==> src/rtl/cam_capture_ctrl.sv <==
// cam_capture_ctrl: frame-capture sequencer in the camera pixel-clock domain.
// It gates the buffer RAM write enable so that only whole, vsync-aligned
// frames are written, either one snapshot at a time or continuously. It also
// counts pixels and lines per frame and flags short and long frames.
//
// Optional watchdog: define CAPTURE_WDOG_EN to add a cycle counter that aborts
// ARM/CAPTURE after TIMEOUT_CYC cycles without a vsync edge. It also adds the
// sticky err_timeout output. Without the macro, ARM and CAPTURE wait forever.
module cam_capture_ctrl #(
    parameter int CAM_SCREEN_X = 160,
    parameter int CAM_SCREEN_Y = 120,
    parameter int AW           = 15,
    parameter int TIMEOUT_CYC  = 2000000
) (
    input  logic          clk,
    input  logic          rst,
    input  logic          CAM_vsync,
    input  logic          CAM_href,
    input  logic          pix_valid_in,
    input  logic          snap,
    input  logic          cont_mode,
    output logic          DP_RAM_regW,
    output logic          busy,
    output logic          frame_done,
    output logic [7:0]    frame_cnt,
    output logic [AW-1:0] pix_cnt,
    output logic [7:0]    line_cnt,
    output logic          err_short,
    output logic          err_long
`ifdef CAPTURE_WDOG_EN
    ,
    output logic          err_timeout
`endif
);

    localparam int            IMA_SIZ   = CAM_SCREEN_X * CAM_SCREEN_Y;
    localparam logic [AW-1:0] IMA_SIZ_W = AW'(IMA_SIZ);

    // The frame size must fit the address width and the watchdog needs a usable limit
    if ((IMA_SIZ >= (2 ** AW)) || (TIMEOUT_CYC < 2)) begin : g_bad_params
        $error("cam_capture_ctrl: frame size does not fit AW or TIMEOUT_CYC < 2");
    end

    typedef enum logic [1:0] {
        IDLE,
        ARM,
        CAPTURE,
        DONE
    } state_t;

    state_t        state_q;
    state_t        state_d;
    logic          vsync_q;
    logic          href_q;
    logic          vs_fall;
    logic          vs_rise;
    logic          href_fall;
    logic          pix_accept;
    logic [AW-1:0] pix_cnt_inc;
    logic          wdog_hit;

    assign vs_fall     = vsync_q & ~CAM_vsync;
    assign vs_rise     = ~vsync_q & CAM_vsync;
    assign href_fall   = href_q & ~CAM_href;
    assign pix_accept  = (state_q == CAPTURE) & pix_valid_in & (pix_cnt < IMA_SIZ_W);
    assign pix_cnt_inc = pix_cnt + AW'(1);

    assign DP_RAM_regW = pix_accept & ~rst;
    assign busy        = (state_q == ARM) | (state_q == CAPTURE);
    assign frame_done  = (state_q == DONE);

    // Delay vsync/href by one cycle for edge detection; vsync idles high between frames
    always_ff @(posedge clk) begin
        if (rst) begin
            vsync_q <= 1'b1;
            href_q  <= 1'b0;
        end else begin
            vsync_q <= CAM_vsync;
            href_q  <= CAM_href;
        end
    end

    // Sequencer state register
    always_ff @(posedge clk) begin
        if (rst) begin
            state_q <= IDLE;
        end else begin
            state_q <= state_d;
        end
    end

    // Next-state logic: arm on request, capture between vsync fall and rise
    always_comb begin
        state_d = state_q;
        case (state_q)
            IDLE:    if (snap | cont_mode) state_d = ARM;
            ARM:     if (vs_fall)          state_d = CAPTURE;
            CAPTURE: if (vs_rise)          state_d = DONE;
            DONE:    state_d = (snap | cont_mode) ? ARM : IDLE;
            default: state_d = IDLE;
        endcase
        if (wdog_hit) begin
            state_d = IDLE;
        end
    end

    // Per-frame counters and flags, cleared on CAPTURE entry and held until the next one
    always_ff @(posedge clk) begin
        if (rst) begin
            pix_cnt   <= '0;
            line_cnt  <= '0;
            err_short <= 1'b0;
            err_long  <= 1'b0;
            frame_cnt <= '0;
        end else begin
            if ((state_q == ARM) && (state_d == CAPTURE)) begin
                pix_cnt   <= '0;
                line_cnt  <= '0;
                err_short <= 1'b0;
                err_long  <= 1'b0;
            end else if (state_q == CAPTURE) begin
                if (pix_accept) begin
                    pix_cnt <= pix_cnt_inc;
                end else if (pix_valid_in) begin
                    err_long <= 1'b1;
                end
                if (href_fall && (line_cnt != 8'hFF)) begin
                    line_cnt <= line_cnt + 8'd1;
                end
                if (vs_rise) begin
                    err_short <= ((pix_accept ? pix_cnt_inc : pix_cnt) < IMA_SIZ_W);
                end
            end
            if ((state_q == CAPTURE) && (state_d == DONE)) begin
                frame_cnt <= frame_cnt + 8'd1;
            end
        end
    end

`ifdef CAPTURE_WDOG_EN
    localparam int WDOG_W = $clog2(TIMEOUT_CYC);

    logic [WDOG_W-1:0] wdog_cnt;

    assign wdog_hit = busy & ~(vs_fall | vs_rise) & (wdog_cnt == WDOG_W'(TIMEOUT_CYC - 1));

    // Watchdog counts idle cycles between vsync edges and latches a sticky timeout flag
    always_ff @(posedge clk) begin
        if (rst) begin
            wdog_cnt    <= '0;
            err_timeout <= 1'b0;
        end else begin
            if (!busy || vs_fall || vs_rise || wdog_hit) begin
                wdog_cnt <= '0;
            end else begin
                wdog_cnt <= wdog_cnt + WDOG_W'(1);
            end
            if (wdog_hit) begin
                err_timeout <= 1'b1;
            end else if ((state_d == ARM) && (state_q != ARM)) begin
                err_timeout <= 1'b0;
            end
        end
    end
`else
    assign wdog_hit = 1'b0;
`endif

endmodule

==> config.mk <==
export PLATFORM = sky130hd
export DESIGN_NAME = cam_capture_ctrl
export DESIGN_NICKNAME = d
export VERILOG_FILES = /design/src/rtl/cam_capture_ctrl.sv
export SDC_FILE = /design/constraint.sdc
export NUM_CORES = 1
export LEC_CHECK = 0
export ABC_AREA = 1
export BUFFER_PORTS_ARGS = -buffer_cell sky130_fd_sc_hd__buf_4
export CAP_MARGIN = 25
export CORE_MARGIN = 2
export CORE_UTILIZATION = 57
export DETAILED_ROUTE_END_ITERATION = 10
export GPL_ROUTABILITY_DRIVEN = 0
export PLACE_DENSITY_LB_ADDON = 0.05
export SLEW_MARGIN = 30
export SYNTH_ARGS = -nofsm -noshare
export SYNTH_HDL_FRONTEND = slang
export SYNTH_SLANG_ARGS = --single-unit
==> constraint.sdc <==
create_clock -name clk -period 4.25 [get_ports clk]
set_input_delay 0.2125 -clock clk [delete_from_list [all_inputs] [get_ports clk]]
set_output_delay 0.2125 -clock clk [all_outputs]
set_load 0.005 [all_outputs]
==> results of run 1 <==
-- area by class of cell --
class,count,area (um^2)
Timing Repair Buffer,42,315
Clock buffer,7,55.1
Tap cell,46,57.6
Multi-Input combinational cell,195,1050
Inverter,41,155
Sequential cell,37,741
Fill cell,296,962
-- per-layer routing --
metal  part of all wire, %  vias to the layer above  track usage, %
met5                     0                        -               0
met4                   1.3                        0            6.67
met3                   4.4                        6            5.36
met2                    45                       36            37.0
met1                    49                      852            29.8
li1                      -                      974               -
-- stage by stage --
| step | std cells | total power, uW | util [%] | hold slack, ns | setup slack [ns] |
|---|---|---|---|---|---|
| floorplan | 278 | 481 | - | 0.319 | 2.68 |
| global placement | 361 | 516 | 69.5 | 0.440 | 2.44 |
| detailed placement | 361 | 518 | 69.5 | 0.441 | 2.35 |
| CTS | 368 | 710 | 71.2 | 0.0668 | 2.33 |
| global route | 368 | 743 | 71.2 | 0.0709 | 2.10 |
| finish | 368 | 705 | 71.2 | 0.0784 | 2.33 |
-- Yosys cell counts, drive strengths merged --
cell    count  share of area (%)
a21oi      20                5.8
a31oi       2               0.63
and2        1               0.31
buf         4                2.1
clkbuf      1               0.19
clkinv      1               0.25
dfxtp      37                 37
ha          7                4.4
inv        40                7.5
nand2      61                 13
nand3      16                4.5
nand3b      1               0.38
nand4       6                1.9
nor2       39                7.5
nor3        9                3.1
nor3b       4                1.8
nor4        1               0.31
o211a       1               0.50
o21a        2               0.75
o21ai      14                3.5
or2         2               0.63
xnor2       1               0.44
xor2        8                3.5
-- final timing paths --
| path | startpoint | endpoint |
|---|---|---|
| max | state_q[0] | frame_cnt[4] |
| min | CAM_vsync | vsync_q |
| max reg2reg | state_q[0] | frame_cnt[4] |
| min reg2reg | pix_cnt[4] | pix_cnt[4] |
-- worst reg2reg max path: cells and delay by family, from the launching register on --
family | cells | cell delay, ns
flip-flops | 1 | 0.34
adder cells (fa/ha/maj) | 1 | 0.23
AND/OR/NAND/NOR | 7 | 0.85
buffers and inverters | 1 | 0.11
AO/OA/AOI/OAI | 2 | 0.30
-- state kept, by name, summed over array words and instances, names as in the netlist --
signal and count:
state_q 2, pix_cnt 15, line_cnt 8, frame_cnt 8
href_q 1, err_long 1, vsync_q 1, err_short 1
-- cell families after synthesis --
family                     count (synthesis)
xor gates and xnor gates                   9
adders and majority gates                  7
DFF                                       37
AOI/OAI and AO/OA                         39
buffers and inverters                     46
and+or+nand+nor                          140
-- power by group --
part           internal, uW  leakage, uW  total [uW]  switching, uW
Combinational          53.7     0.000744         139           85.5
Clock                  78.2    0.0000314         194            116
Sequential              359     0.000299         371           11.9
Total                   491      0.00107         705            214
==> summary.md, run 1 <==
| Metric | Value |
|---|---|
| Register area share after synthesis | `roughly 37%` |
| Max-slew violations | `0` |
| RSZ-0062 raised after global routing | `false` |
| Largest net degree at the start of global routing | `20` |
| Synthesis-to-layout area growth | `19.2%` |
| Post-Synth XOR/XNOR Area | `3.96%` |
| Worst min path class | `in -> reg` |
| Clk_lat worst skew | `around 0.35 ns` |
| Slew margin rel. | `65.8%` |
| Pwr dens | `297 mW/mm^2` |
| Initial Util | `59.7%` |
| Total grt overflow | `0` |
| 1st-iter DRT viols | `108` |
| Root buffer cell | `clkbuf_4` |
| Final Instance Area | `0.00237 mm^2` |
| Critical path depth | `11` |
| Placed cell areas | `approximately 0.0023 mm^2` |
| Worst path bufs/invs | `1` |
| Via count | `about 1,900` |
| Post-CTS Resized | `0` |
| Total routing usage reported by global routing | `22.6%` |
| Final hold vios | `0` |
| Max stage delay cell, worst path | `dfxtp_1` |
| Routed Antenna Nets | `0` |
| Clock skew | `0.0112 ns` |
| Most frequent cells in the layout | `nand2_1, buf_4, inv_1, nor2_1, dfxtp_1` |
| Initial antenna violation count | `0` |
| Max FO, Critical Path | `11` |
| Hold-fix buffers at CTS | `0` |
| First-pass GRT wire length | `7290 um` |
| Sink Count | `37` |
| Commonest non-fill, non-tap cell in the layout | `nand2_1` |
| Post-synthesis simple-gate area fraction | `33.2%` |
| Critical Path RT | `4.51 ns` |
| TritonCTS Buffers | `5` |
| Vias in the first global route | `1,725` |
| Tmin final | `1.92 ns` |
| Die height | `63.1 um` |
| Critical path class | `reg -> reg` |
| Flop-to-flop setup slack | `2.33 ns` |
| Max incr delay on CP | `0.34 ns` |
| Worst-path clk slew | `roughly 0.11 ns` |
| Wire per inst | `around 11 um` |
| Synthesized instance count | `278` |
| Post-Syn Area | `0.00199 mm^2` |
| Hold Crit Depth | `2` |
| Delay-heaviest family, CP | `simple AND/OR/NAND/NOR gates` |
| Vias per cell | `5.08` |
| Layout cells sized above 1 | `20.5%` |
| CP Capture Type | `flop` |
| Post-synthesis compound-gate area fraction | `approximately 11%` |
| CP most frequent cell | `nand2_1` |
| Port Buffers | `42` |
| Endpoints failing setup | `0` |
| Final Net Count | `336` |
| CTS Buffer Depth | `2` |
| Post-route setup TNS | `0 ns` |
| Die area | `0.00398 mm^2` |
| Startpoint types | `flop` |
| Post-CTS setup buffers | `0` |
| Diode count | `0` |
| Largest family of logic cells by synthesized area | `simple AND/OR/NAND/NOR gates` |
| Pre-antenna DRT Iters | `4` |
| CTS H-Tree Depth | `2` |
| CTS tree | `built` |
| Row Count | `21` |
| Crit-path cells | `inv_1, ha_1, nand3_1, o21ai_1, nand2_1, nand2_1, nand2_2, nor3_2, nand2_1, o21ai_0, nor2_1` |
| F_max | `0.520 GHz` |
| DRC | `0` |
| R2r worst-path depth | `11` |
| Syn_nets | `roughly 290` |
| Total routed wirelength | `4150 um` |
| Mux contribution to synthesized area | `0%` |
| Yosys warnings | `0` |
| Core box area | `approximately 0.0033 mm^2` |
| DP HPWL | `3120 um` |
| LEAKAGE | `0.00107 uW` |
| Post-synthesis cell type count | `35` |
| I/O pins | `43` |
| Part of the cycle the worst path needs | `a little under half` |
| Max_cap viols | `0` |
| Worst-Margin Slew | `0.508 ns` |
| Die width | `63.1 um` |
| Outcome | `completed` |
| Post-Syn Area per Cell | `between 7 and 8 um^2` |
| Adder-cell share of the synthesized area | `4.40%` |
| Flop and latch count out of synthesis | `37` |
| Worst path arrival time | `around 2.2 ns` |
| Max IR drop VDD | `242 uV` |
Power figures use the tool's default switching activity.
==> inputs of run 2 (changes only) <==
--- a/config.mk
+++ b/config.mk
@@ -9,7 +9,7 @@
 export BUFFER_PORTS_ARGS = -buffer_cell sky130_fd_sc_hd__buf_4
 export CAP_MARGIN = 25
 export CORE_MARGIN = 2
-export CORE_UTILIZATION = 57
+export CORE_UTILIZATION = 49
 export DETAILED_ROUTE_END_ITERATION = 10
 export GPL_ROUTABILITY_DRIVEN = 0
 export PLACE_DENSITY_LB_ADDON = 0.05
==> constraint.sdc (replaced) <==
create_clock -name clk -period 1.6 [get_ports clk]
set_input_delay 0.08 -clock clk [delete_from_list [all_inputs] [get_ports clk]]
set_output_delay 0.08 -clock clk [all_outputs]
set_load 0.005 [all_outputs]
==> run 2 against run 1 <==
  * Critical endpoint is now frame_cnt[6]
  * Maximum frequency grew 18%
  * Highest routed layer unchanged
  * Final cell count grew 13%
  * The run now ends with negative setup slack left
  * Die area grew 15%
==> summary.md, run 2 (synthesis gave the netlist of run 1 again) <==
| Metric | Value |
|---|---|
| Seq pwr share | `between 40 and 50%` |
| Switching share of power | `30.9%` |
| Max_cap viols | `0` |
| Initial Util | `50.5%` |
| Critical Path RT | `1.79 ns` |
| Largest net degree at the start of global routing | `12` |
| Final hold vios | `0` |
| Root buffer cell | `clkbuf_8` |
| Max-slew violations | `0` |
| CTS Buffer Depth | `2` |
| RSZ-0062 raised after global routing | `true` |
| Total routed wirelength | `4830 um` |
| Tmin final | `1.63 ns` |
| Total routing usage reported by global routing | `20.5%` |
| Final Instance Area | `between 0.002 and 0.003 mm^2` |
| F_max | `0.613 GHz` |
| Initial antenna violation count | `0` |
| Die area | `about 0.0046 mm^2` |
| Worst path arrival time | `1.82 ns` |
| Commonest non-fill, non-tap cell in the layout | `buf_4` |
| Clock power frac | `a little over a quarter` |
| Sink Count | `37` |
| Startpoint types | `flop` |
| Vias in the first global route | `1,690` |
| Worst min path class | `in -> reg` |
| Clock skew | `0.00363 ns` |
| Registers with the most flip-flops | `pix_cnt (15), frame_cnt (8), line_cnt (8)` |
| Clk_lat worst skew | `0.29 ns` |
| Worst hold margin | `roughly 0.043 ns` |
| Total grt overflow | `0` |
| Max IR drop VDD | `598 uV` |
| Net Sw Power | `719 uW` |
| Failing checks | `negative setup slack` |
| LEAKAGE | `0.00134 uW` |
| DP HPWL | `3430 um` |
| DRC | `0` |
| Max FO, Critical Path | `4` |
| First-pass GRT wire length | `7130 um` |
| Die width | `just under 70 um` |
| Final Net Count | `~380` |
| Post-route setup TNS | `-0.0555 ns` |
| Outcome | `finished, violations left` |
| TritonCTS Buffers | `5` |
| Port Buffers | `between 40 and 50` |
| Most frequent cells in the layout | `buf_4, nand2_1, dfxtp_1` |
| Wire per inst | `11.6 um` |
| Core box area | `0.00394 mm^2` |
| Placed cell areas | `~0.0026 mm^2` |
| Critical path class | `reg -> reg` |
| Routed Antenna Nets | `0` |
| CTS tree | `built` |
| Synthesis-to-layout area growth | `48.1%` |
| Endpoints failing setup | `4` |
| Cell-internal power | `1610 uW` |
| CTS H-Tree Depth | `2` |
| Pre-antenna DRT Iters | `4` |
| Worst-Margin Slew | `0.272 ns` |
| 1st-iter DRT viols | `around 110` |
| Die height | `67.8 um` |
| Biggest register | `pix_cnt` |
| Setup WS post-layout | `-0.0303 ns` |
| Layout cells sized above 1 | `41.1%` |
| Slew margin rel. | `81.8%` |
| Part of the cycle the worst path needs | `102%` |
| Combinational Power Share | `30.4%` |
| Number of flip-flops in the largest register | `15` |
| Row Count | `23` |
| Worst-path clk slew | `0.07 ns` |
| Pre-CTS WS | `-0.149 ns` |
| Diode count | `0` |
| Pwr dens | `788 mW/mm^2` |
| Core Util, Final | `74.8%` |
| CP Capture Type | `flop` |
| I/O pins | `43` |
| Filler Cell Count | `314` |
| Via count | `between 2,000 and 2,500` |
| Vias per cell | `4.84` |
==> run 2: worst max-delay path, cell delays in order (launching register included) <==
cell and delay [ns]:
dfxtp_4 0.39, inv_2 0.07, ha_2 0.19, inv_2 0.08
a21oi_2 0.05, nor2_2 0.17, nand2_4 0.09, nor3_4 0.20
nand2_2 0.09, o21ai_1 0.13, nor2_1 0.06
==> run 2: worst paths after layout <==
kind	startpoint	endpoint	slack (ns)	depth (start not counted)
setup / recovery	state_q[1]	frame_cnt[6]	-0.03	10
hold / removal	rst	state_q[0]	0.04	2
setup reg to reg	state_q[1]	frame_cnt[6]	-0.03	10
hold reg to reg	pix_cnt[4]	pix_cnt[4]	0.47	2
==> run 2: final cells by class <==
type                            count  area [um^2]  share of cell area (%)
Sequential cell                    37          748                    25.4
Clock buffer                        6         72.6                    2.46
Tap cell                           50         62.6                    2.12
Timing Repair Buffer               84          672                    22.8
Inverter                           41          166                    5.64
Multi-Input combinational cell    195         1220                    41.3
Clock inverter                      2         10.0                   0.339
==> run 2: metrics by stage <==
| stage | power [uW] | instances |
|---|---|---|
| 2_1_floorplan | 1280 | 278 |
| 3_3_place_gp | 1520 | 401 |
| 3_5_place_dp | 1530 | 401 |
| 4_1_cts | 2210 | 413 |
| 5_1_grt | 2450 | 415 |
| 6_report | 2330 | 415 |
==> run 2: repair_timing <==
action / in CTS / in global routing
cloned: 0 / 0
endpoints found under the hold margin: 2 / 0
setup buffers: 3 / 2
pin swaps: 1 / 11
hold buffers: 2 / 0
setup endpoints to repair: 34 / 33
gates resized for setup: 10 / 52
==> run 2: power by group through the flow <==
stage	Sequential [uW]	Combinational, uW	Clock (uW)
floorplan	1000	275	0
global placement	997	525	0
detailed placement	998	529	0
CTS	988	570	649
global route	1000	766	687
finish	997	707	622
==> run 2: per-layer routing <==
| layer | vias to the layer above | global-route usage (%) | wire [um] | part of all wire, % |
|---|---|---|---|---|
| met1 | 902 | 27.3 | 2260 | 47 |
| li1 | 1060 | - | - | - |
| met4 | 0 | 8.42 | 66 | 1.4 |
| met5 | - | 0 | 0 | 0 |
| met3 | 9 | 3.50 | 173 | 3.6 |
| met2 | 36 | 32.7 | 2330 | 48 |
